===== config.mk =====
export PLATFORM = sky130hd
export DESIGN_NAME = pcs_traffic_gen_flat
export DESIGN_NICKNAME = d
export VERILOG_FILES = /design/src/rtl/pcs_traffic_gen_pkg.sv /design/src/rtl/pcs_traffic_gen_if.sv /design/src/rtl/pcs_traffic_gen_lfsr.sv /design/src/rtl/pcs_traffic_gen.sv /design/src/flat_wrapper.sv
export SDC_FILE = /design/constraint.sdc
export NUM_CORES = 1
export LEC_CHECK = 0
export BUFFER_PORTS_ARGS = -buffer_cell sky130_fd_sc_hd__buf_2
export CORE_ASPECT_RATIO = 1.2
export CORE_MARGIN = 1.5
export CORE_UTILIZATION = 35
export CTS_CLUSTER_DIAMETER = 120
export CTS_CLUSTER_SIZE = 40
export DETAILED_ROUTE_END_ITERATION = 16
export PLACE_DENSITY = 0.62
export SLEW_MARGIN = 15
export SYNTH_ARGS = -nofsm -noshare
export SYNTH_HDL_FRONTEND = slang
export SYNTH_SLANG_ARGS = --single-unit

===== constraint.sdc =====
create_clock -name clk -period 6.5 [get_ports clk]
set_clock_uncertainty 0.15 [all_clocks]
set_input_delay 1.95 -clock clk [delete_from_list [all_inputs] [get_ports clk]]
set_output_delay 1.95 -clock clk [all_outputs]
set_load 0.005 [all_outputs]

===== src/rtl/pcs_traffic_gen_pkg.sv =====
// pcs_tgen_pkg: shared types, LFSR tap mask and the lane-word packer for the
// PCS traffic generator.
package pcs_tgen_pkg;

    typedef enum logic {
        PH_HI = 1'b0,
        PH_LO = 1'b1
    } phase_e;

    // Galois taps for x^16 + x^14 + x^13 + x^11 + 1 (right-shifting form)
    localparam logic [15:0] LFSR_TAPS = 16'hB400;

    // Upper bounds for the generic packer; callers cast the result down to
    // their own NLANE*LW width.
    localparam int MAX_LW    = 32;
    localparam int MAX_LANES = 64;
    localparam int MAX_DW    = MAX_LW * MAX_LANES;

    // Lane i carries (seq + i) mod 2^lw, placed at bits i*lw +: lw.
    function automatic logic [MAX_DW-1:0] lane_pack(input logic [MAX_LW-1:0] seq,
                                                    input int nlane,
                                                    input int lw);
        logic [MAX_DW-1:0] w;
        logic [MAX_LW-1:0] mask;
        logic [MAX_LW-1:0] v;
        w    = '0;
        mask = (lw >= MAX_LW) ? '1 : ((MAX_LW'(1) << lw) - MAX_LW'(1));
        for (int i = 0; i < MAX_LANES; i++) begin
            if (i < nlane) begin
                v = (seq + MAX_LW'(i)) & mask;
                w = w | (MAX_DW'(v) << (i * lw));
            end
        end
        return w;
    endfunction

endpackage


===== src/rtl/pcs_traffic_gen_if.sv =====
// pcs_tgen_if: control inputs and word outputs of the traffic generator.
// master = generator side, slave = bench / downstream side.
interface pcs_tgen_if #(
    parameter int NLANE = 16,
    parameter int LW    = 12
);
    localparam int DATA_W = NLANE * LW;

    logic              enable;
    logic              ready;
    logic              send_ts;
    logic [9:0]        thresh_hi;
    logic [9:0]        thresh_lo;
    logic [DATA_W-1:0] data;
    logic              txen;
    logic [31:0]       words_sent;

    modport master (
        input  enable, ready, send_ts, thresh_hi, thresh_lo,
        output data, txen, words_sent
    );

    modport slave (
        output enable, ready, send_ts, thresh_hi, thresh_lo,
        input  data, txen, words_sent
    );
endinterface


===== src/rtl/pcs_traffic_gen_lfsr.sv =====
// pcs_tgen_lfsr: 16-bit Galois LFSR used as the throttle's random source.
// Loads SEED on reset, advances one step per cycle while step_i is high.
// Only the low 10 bits are consumed downstream, so only those are exported.
module pcs_tgen_lfsr
    import pcs_tgen_pkg::*;
#(
    parameter logic [15:0] SEED = 16'hACE1
) (
    input  logic       clk,
    input  logic       reset_n,
    input  logic       step_i,
    output logic [9:0] rnd_o
);

    logic [15:0] lfsr_q, lfsr_d;

    // Next state: shift right, fold the dropped bit back through the taps
    always_comb begin
        lfsr_d = lfsr_q;
        if (step_i) begin
            lfsr_d = {1'b0, lfsr_q[15:1]} ^ (lfsr_q[0] ? LFSR_TAPS : 16'h0000);
        end
    end

    // State register with synchronous seed load
    always_ff @(posedge clk) begin
        if (!reset_n) lfsr_q <= SEED;
        else          lfsr_q <= lfsr_d;
    end

    assign rnd_o = lfsr_q[9:0];

endmodule


===== src/rtl/pcs_traffic_gen.sv =====
// pcs_traffic_gen: test-traffic source for the PCS fast-side TX.
// Emits NLANE x LW incrementing-lane words, gated by ready and an LFSR
// throttle with a two-phase (high/low rate) schedule.
// Optional feature macro: PCS_TGEN_TS_EN -- when defined, send_ts words carry
// a free-running cycle timestamp in the low lanes.
module pcs_traffic_gen
    import pcs_tgen_pkg::*;
#(
    parameter int          NLANE     = 16,
    parameter int          LW        = 12,
    parameter int          TS_W      = 32,
    parameter int          PHASE_LEN = 40000,
    parameter logic [15:0] LFSR_SEED = 16'hACE1
) (
    input  logic      clk,
    input  logic      reset_n,
    pcs_tgen_if.master bus
);

    localparam int DATA_W = NLANE * LW;
    localparam int PH_W   = (PHASE_LEN > 1) ? $clog2(PHASE_LEN) : 1;

    // Elaboration-time configuration checks
    if (TS_W < 1 || TS_W > DATA_W) begin : g_bad_ts_w
        $error("pcs_traffic_gen: TS_W out of range");
    end
    if (PHASE_LEN < 1) begin : g_bad_phase_len
        $error("pcs_traffic_gen: PHASE_LEN must be >= 1");
    end
    if (LFSR_SEED == 16'h0000) begin : g_bad_seed
        $error("pcs_traffic_gen: LFSR_SEED must be nonzero");
    end

    logic [9:0]        rnd;
    logic [9:0]        thr;
    logic              allow;
    logic              pop;
    logic [LW-1:0]     seq_q, seq_d;
    logic [31:0]       sent_q, sent_d;
    phase_e            phase_q, phase_d;
    logic [PH_W-1:0]   ph_cnt_q, ph_cnt_d;
    logic [DATA_W-1:0] seq_word;
    logic [DATA_W-1:0] word;

    pcs_tgen_lfsr #(
        .SEED (LFSR_SEED)
    ) u_lfsr (
        .clk     (clk),
        .reset_n (reset_n),
        .step_i  (bus.enable),
        .rnd_o   (rnd)
    );

    // Throttle decision and zero-latency handshake
    always_comb begin
        thr   = (phase_q == PH_HI) ? bus.thresh_hi : bus.thresh_lo;
        allow = (rnd < thr);
        pop   = reset_n & bus.enable & bus.ready & (bus.send_ts | allow);
    end

    assign seq_word = DATA_W'(lane_pack(MAX_LW'(seq_q), NLANE, LW));

`ifdef PCS_TGEN_TS_EN
    // Whole lanes touched by the timestamp; their bits above TS_W read as 0.
    localparam int                TS_BITS = ((TS_W + LW - 1) / LW) * LW;
    localparam logic [DATA_W-1:0] TS_MASK = DATA_W'({TS_BITS{1'b1}});

    logic [TS_W-1:0] ts_cnt_q;

    // Free-running cycle counter, independent of enable
    always_ff @(posedge clk) begin
        if (!reset_n) ts_cnt_q <= '0;
        else          ts_cnt_q <= ts_cnt_q + TS_W'(1);
    end

    // Overlay the timestamp onto the low lanes in timestamp mode
    always_comb begin
        word = seq_word;
        if (bus.send_ts) begin
            word = (seq_word & ~TS_MASK) | DATA_W'(ts_cnt_q);
        end
    end
`else
    assign word = seq_word;
`endif

    // Sequence and sent-count advance only on an accepted word
    always_comb begin
        seq_d  = seq_q;
        sent_d = sent_q;
        if (pop) begin
            seq_d  = seq_q + LW'(NLANE);
            sent_d = sent_q + 32'd1;
        end
    end

    // Sequence / count registers
    always_ff @(posedge clk) begin
        if (!reset_n) begin
            seq_q  <= '0;
            sent_q <= '0;
        end else begin
            seq_q  <= seq_d;
            sent_q <= sent_d;
        end
    end

    // Phase FSM next state: toggles after PHASE_LEN accepted words
    always_comb begin
        phase_d  = phase_q;
        ph_cnt_d = ph_cnt_q;
        if (pop) begin
            if (ph_cnt_q == PH_W'(PHASE_LEN - 1)) begin
                ph_cnt_d = '0;
                phase_d  = (phase_q == PH_HI) ? PH_LO : PH_HI;
            end else begin
                ph_cnt_d = ph_cnt_q + PH_W'(1);
            end
        end
    end

    // Phase FSM state register
    always_ff @(posedge clk) begin
        if (!reset_n) begin
            phase_q  <= PH_HI;
            ph_cnt_q <= '0;
        end else begin
            phase_q  <= phase_d;
            ph_cnt_q <= ph_cnt_d;
        end
    end

    assign bus.txen       = pop;
    assign bus.data       = pop ? word : '0;
    assign bus.words_sent = sent_q;

endmodule

===== src/flat_wrapper.sv =====
// flat-port wrapper written by rule: the top's interface ports become plain ports
module pcs_traffic_gen_flat import pcs_tgen_pkg::*;
#(
    parameter int          NLANE     = 16,
    parameter int          LW        = 12,
    parameter int          TS_W      = 32,
    parameter int          PHASE_LEN = 40000,
    parameter logic [15:0] LFSR_SEED = 16'hACE1
)
  (clk, reset_n, bus_enable, bus_ready, bus_send_ts, bus_thresh_hi, bus_thresh_lo, bus_data, bus_txen, bus_words_sent);
  pcs_tgen_if #(.NLANE(NLANE), .LW(LW)) bus_i ();
  input  logic clk;
  input  logic reset_n;
  input wire logic [$bits(bus_i.enable)-1:0] bus_enable;
  input wire logic [$bits(bus_i.ready)-1:0] bus_ready;
  input wire logic [$bits(bus_i.send_ts)-1:0] bus_send_ts;
  input wire logic [$bits(bus_i.thresh_hi)-1:0] bus_thresh_hi;
  input wire logic [$bits(bus_i.thresh_lo)-1:0] bus_thresh_lo;
  output wire logic [$bits(bus_i.data)-1:0] bus_data;
  output wire logic [$bits(bus_i.txen)-1:0] bus_txen;
  output wire logic [$bits(bus_i.words_sent)-1:0] bus_words_sent;
  assign bus_i.enable = bus_enable;
  assign bus_i.ready = bus_ready;
  assign bus_i.send_ts = bus_send_ts;
  assign bus_i.thresh_hi = bus_thresh_hi;
  assign bus_i.thresh_lo = bus_thresh_lo;
  assign bus_data = bus_i.data;
  assign bus_txen = bus_i.txen;
  assign bus_words_sent = bus_i.words_sent;
  pcs_traffic_gen #(.NLANE(NLANE), .LW(LW), .TS_W(TS_W), .PHASE_LEN(PHASE_LEN), .LFSR_SEED(LFSR_SEED)) u_core (.clk(clk), .reset_n(reset_n), .bus(bus_i));
endmodule

==> impl_metrics.json <==
{
  "ys_ff_latch": 73,
  "switchingPower_mw": 0.2739,
  "synthArstFlopShare_pct": 0,
  "postCtsHoldBufs": 0,
  "grt_max_degree": 73,
  "vias": 4372,
  "synth_cell_type_count": 50,
  "yosysWarnings": 0,
  "crit_start": "bus_thresh_lo[5]",
  "synth_seq_area_share_pct": 27.04,
  "layout_common_cells": "buf_2 (217), dfxtp_1 (73), nand2_1 (45)",
  "synth.top_cell.area_share_pct": 27.04,
  "drc": 0,
  "syn_inst": 650,
  "grt_pass1_wl_microns": 18290,
  "cts_max_level": 3,
  "clockRootBuffer": "clkbuf_16",
  "grtUsageTotal_pct": 13.82,
  "hold_path.class": "flop to flop",
  "fin_ws_ps": 332.6,
  "maxSlewViolCount": 0,
  "cp_max_fo": 16,
  "final_layout_size_suffix_gt1_share_pct": 35.56,
  "crit_end": "bus_data[43]",
  "reg2reg_to": "u_core.bus.words_sent[26]$_SDFFE_PN0P_",
  "netlist_area_sq_um": 5405,
  "wl_per_cell_microns": 12.70,
  "cts-resized-gates": 0,
  "clock_latency_ps": 340,
  "powerDensity_nw_per_um2": 194.4,
  "cp_slowest_cell": "and3_1",
  "r2r_cells": 8,
  "die_x_microns": 116.4,
  "nNetsFinal": 736,
  "r2r_slack_ps": 3070,
  "place_hpwl_microns": 7973,
  "whs_ps": 313.3,
  "outcome": "finished, final reports clean",
  "rows": 49,
  "report.power.total_mw": 1.113,
  "clockBufferDepth": 2,
  "ant_nets": 0,
  "synth-edff-count": 0,
  "postCtsSetupRepairBufs": 0,
  "postSynthAreaPerCell_sq_um": 8.316,
  "clock.fmax_mhz": 162.1,
  "path_clk_slew_ps": 50,
  "p_comb_share_pct": 10.8,
  "final_hold_viol_count": 0,
  "path_depth": 9,
  "worst_ir_drop_vdd_v": 0.0001039,
  "firstDrtPassIters": 4,
  "numCtsBuffers": 9,
  "area_growth_pct": 5.972,
  "cts.sinks": 73,
  "start_kind": "input port",
  "worst_pin_slew_ps": 797.7,
  "grt_pass1_vias": 3726,
  "crit_path_end_kind": "output port",
  "arrival_ps": 4070,
  "r2r-start": "u_core.phase_q$_SDFFE_PN0P_",
  "p_clk_share_pct": 46.9,
  "final_common_cell": "buf_2",
  "core_area_sq_um": 15020,
  "cts_tree": "done",
  "intPower_mw": 0.8395,
  "synth-main-ff-cell": "dfxtp_1",
  "antenna_found_initial": 0,
  "io_pins": 250,
  "overflow": 0,
  "layout_min_cycle_time_ps": 6167,
  "critPathKind": "input port to output port",
  "tns_ps": 0,
  "yosys.area.top_type": "dfxtp_1",
  "die_h_microns": 139.1,
  "diodes": 0,
  "rsz0062_at_grt": "no",
  "crit_buf_inv": 3,
  "path_delay_family": "compound AO/OA/AOI/OAI gates",
  "slew_headroom_pct": 46.42,
  "gp_congestion": 0.8003,
  "seq_power_share_pct": 42.3,
  "fin_util_pct": 38.13,
  "start_util_pct": 35.99,
  "maxCapViolations": 0,
  "drtIter0Drc": 212,
  "wl_microns": 11520,
  "io_buffers": 217,
  "cp.required_ps": 4400,
  "synth.top_cells.by_area": "dfxtp_1 (27%), buf_4 (26%), mux2i_1 (6.5%), nand2_1 (3.1%), ha_1 (2.8%)",
  "p_leak_nw": 2.797,
  "slowest_delay_ps": 490,
  "switching_share_pct": 24.60,
  "path_cells": "buf_2, mux2i_1, ha_1, a21o_1, a311oi_1, buf_4, a21o_1, and3_1, buf_2",
  "dieArea_sq_um": 16200,
  "post-route-period-util_pct": 94.88,
  "dp_slack_ps": 259.2,
  "via_per_inst": 4.820,
  "setup-violations-final": 0
}
[cell usage after synthesis (3+ instances only)]
master,instances
o21ai_0,16
and3_1,18
o211ai_1,5
nand4_1,20
inv_1,9
and4_1,3
xnor2_1,3
or4_1,12
a21oi_1,20
o41ai_1,13
buf_1,5
o311ai_0,17
buf_2,7
nor2_1,15
nor4_1,12
nor2b_1,3
nand2_1,45
nor3_1,5
buf_4,184
dfxtp_1,73
a31o_2,3
a21o_1,4
nand3_1,22
clkbuf_1,22
o31ai_1,15
mux2i_1,35
ha_1,12
nand2b_1,21
o21ai_1,4
[worst register-to-register path, cell delays in order, from the launching register on]
cell,delay [ps]
dfxtp_1,730
mux2i_1,300
ha_1,290
and3b_1,240
a211oi_4,420
buf_4,320
nand4_1,320
o311ai_0,420
o41ai_1,130
[stage by stage]
| step | std cells | cell area (sq um) |
|---|---|---|
| finish | 907 | 5728 |
| global placement | 892 | 5418 |
| detailed placement | 892 | 5418 |
| global route | 907 | 5728 |
| CTS | 907 | 5728 |
| floorplan | 681 | 5522 |
[kinds of logic after synthesis]
kind of cell    count (synthesis)  synth area share, %
simple gates                  189                19.68
compound gates                107                14.14
mux                            36                6.690
fa+ha+maj                      12                2.778
xor+xnor                        3               0.4862
flops                          73                27.04
other cells                     1              0.06938
buf+inv                       229                29.12
[power groups by stage]
stage / clock, mW / combinational [mW] / sequential (mW)
global placement: 0 / 0.120 / 0.481
finish: 0.522 / 0.120 / 0.471
global route: 0.554 / 0.136 / 0.473
detailed placement: 0 / 0.121 / 0.481
floorplan: 0 / 0.115 / 0.477
CTS: 0.536 / 0.122 / 0.471
[worst min-delay path by stage]
stage                     cells past startpoint  slack, ps                                     end                                    from
after floorplan                               2        290           u_core.seq_q[11]$_SDFFE_PN0P_           u_core.seq_q[11]$_SDFFE_PN0P_
after global placement                        2        310   u_core.u_lfsr.lfsr_q[15]$_SDFFE_PN1P_   u_core.u_lfsr.lfsr_q[15]$_SDFFE_PN1P_
after detailed placement                      2        310  u_core.bus.words_sent[31]$_SDFFE_PN0P_  u_core.bus.words_sent[31]$_SDFFE_PN0P_
after CTS                                     2        320  u_core.bus.words_sent[31]$_SDFFE_PN0P_  u_core.bus.words_sent[31]$_SDFFE_PN0P_
after global routing                          2        340   u_core.u_lfsr.lfsr_q[15]$_SDFFE_PN1P_   u_core.u_lfsr.lfsr_q[15]$_SDFFE_PN1P_
final                                         2        310  u_core.bus.words_sent[31]$_SDFFE_PN0P_  u_core.bus.words_sent[31]$_SDFFE_PN0P_
[flip-flops by register name, indices dropped and copies added (netlist names)]
signal                 count
u_core.ph_cnt_q           16
u_core.u_lfsr.lfsr_q      16
u_core.seq_q               8
u_core.phase_q             1
u_core.bus.words_sent     32
[layer usage]
layer / routed length, microns / global-route usage, % / up-vias
met4: 123 / 3.915 / 0
met2: 5495 / 23.50 / 152
li1: - / - / 2221
met1: 5262 / 17.44 / 1990
met5: 0 / 0 / -
met3: 635 / 2.928 / 9
[area by class of cell]
class	instances	area, sq um
multi-input cells	379	2494
repair buffers	227	1174
clock inverters	5	81.33
flip-flops and latches	73	1461
clock buffers	10	229.0
well taps	204	255.2
inverters	9	33.78
fillers	1576	9293
No activity file was read; power rests on OpenSTA's default activity.
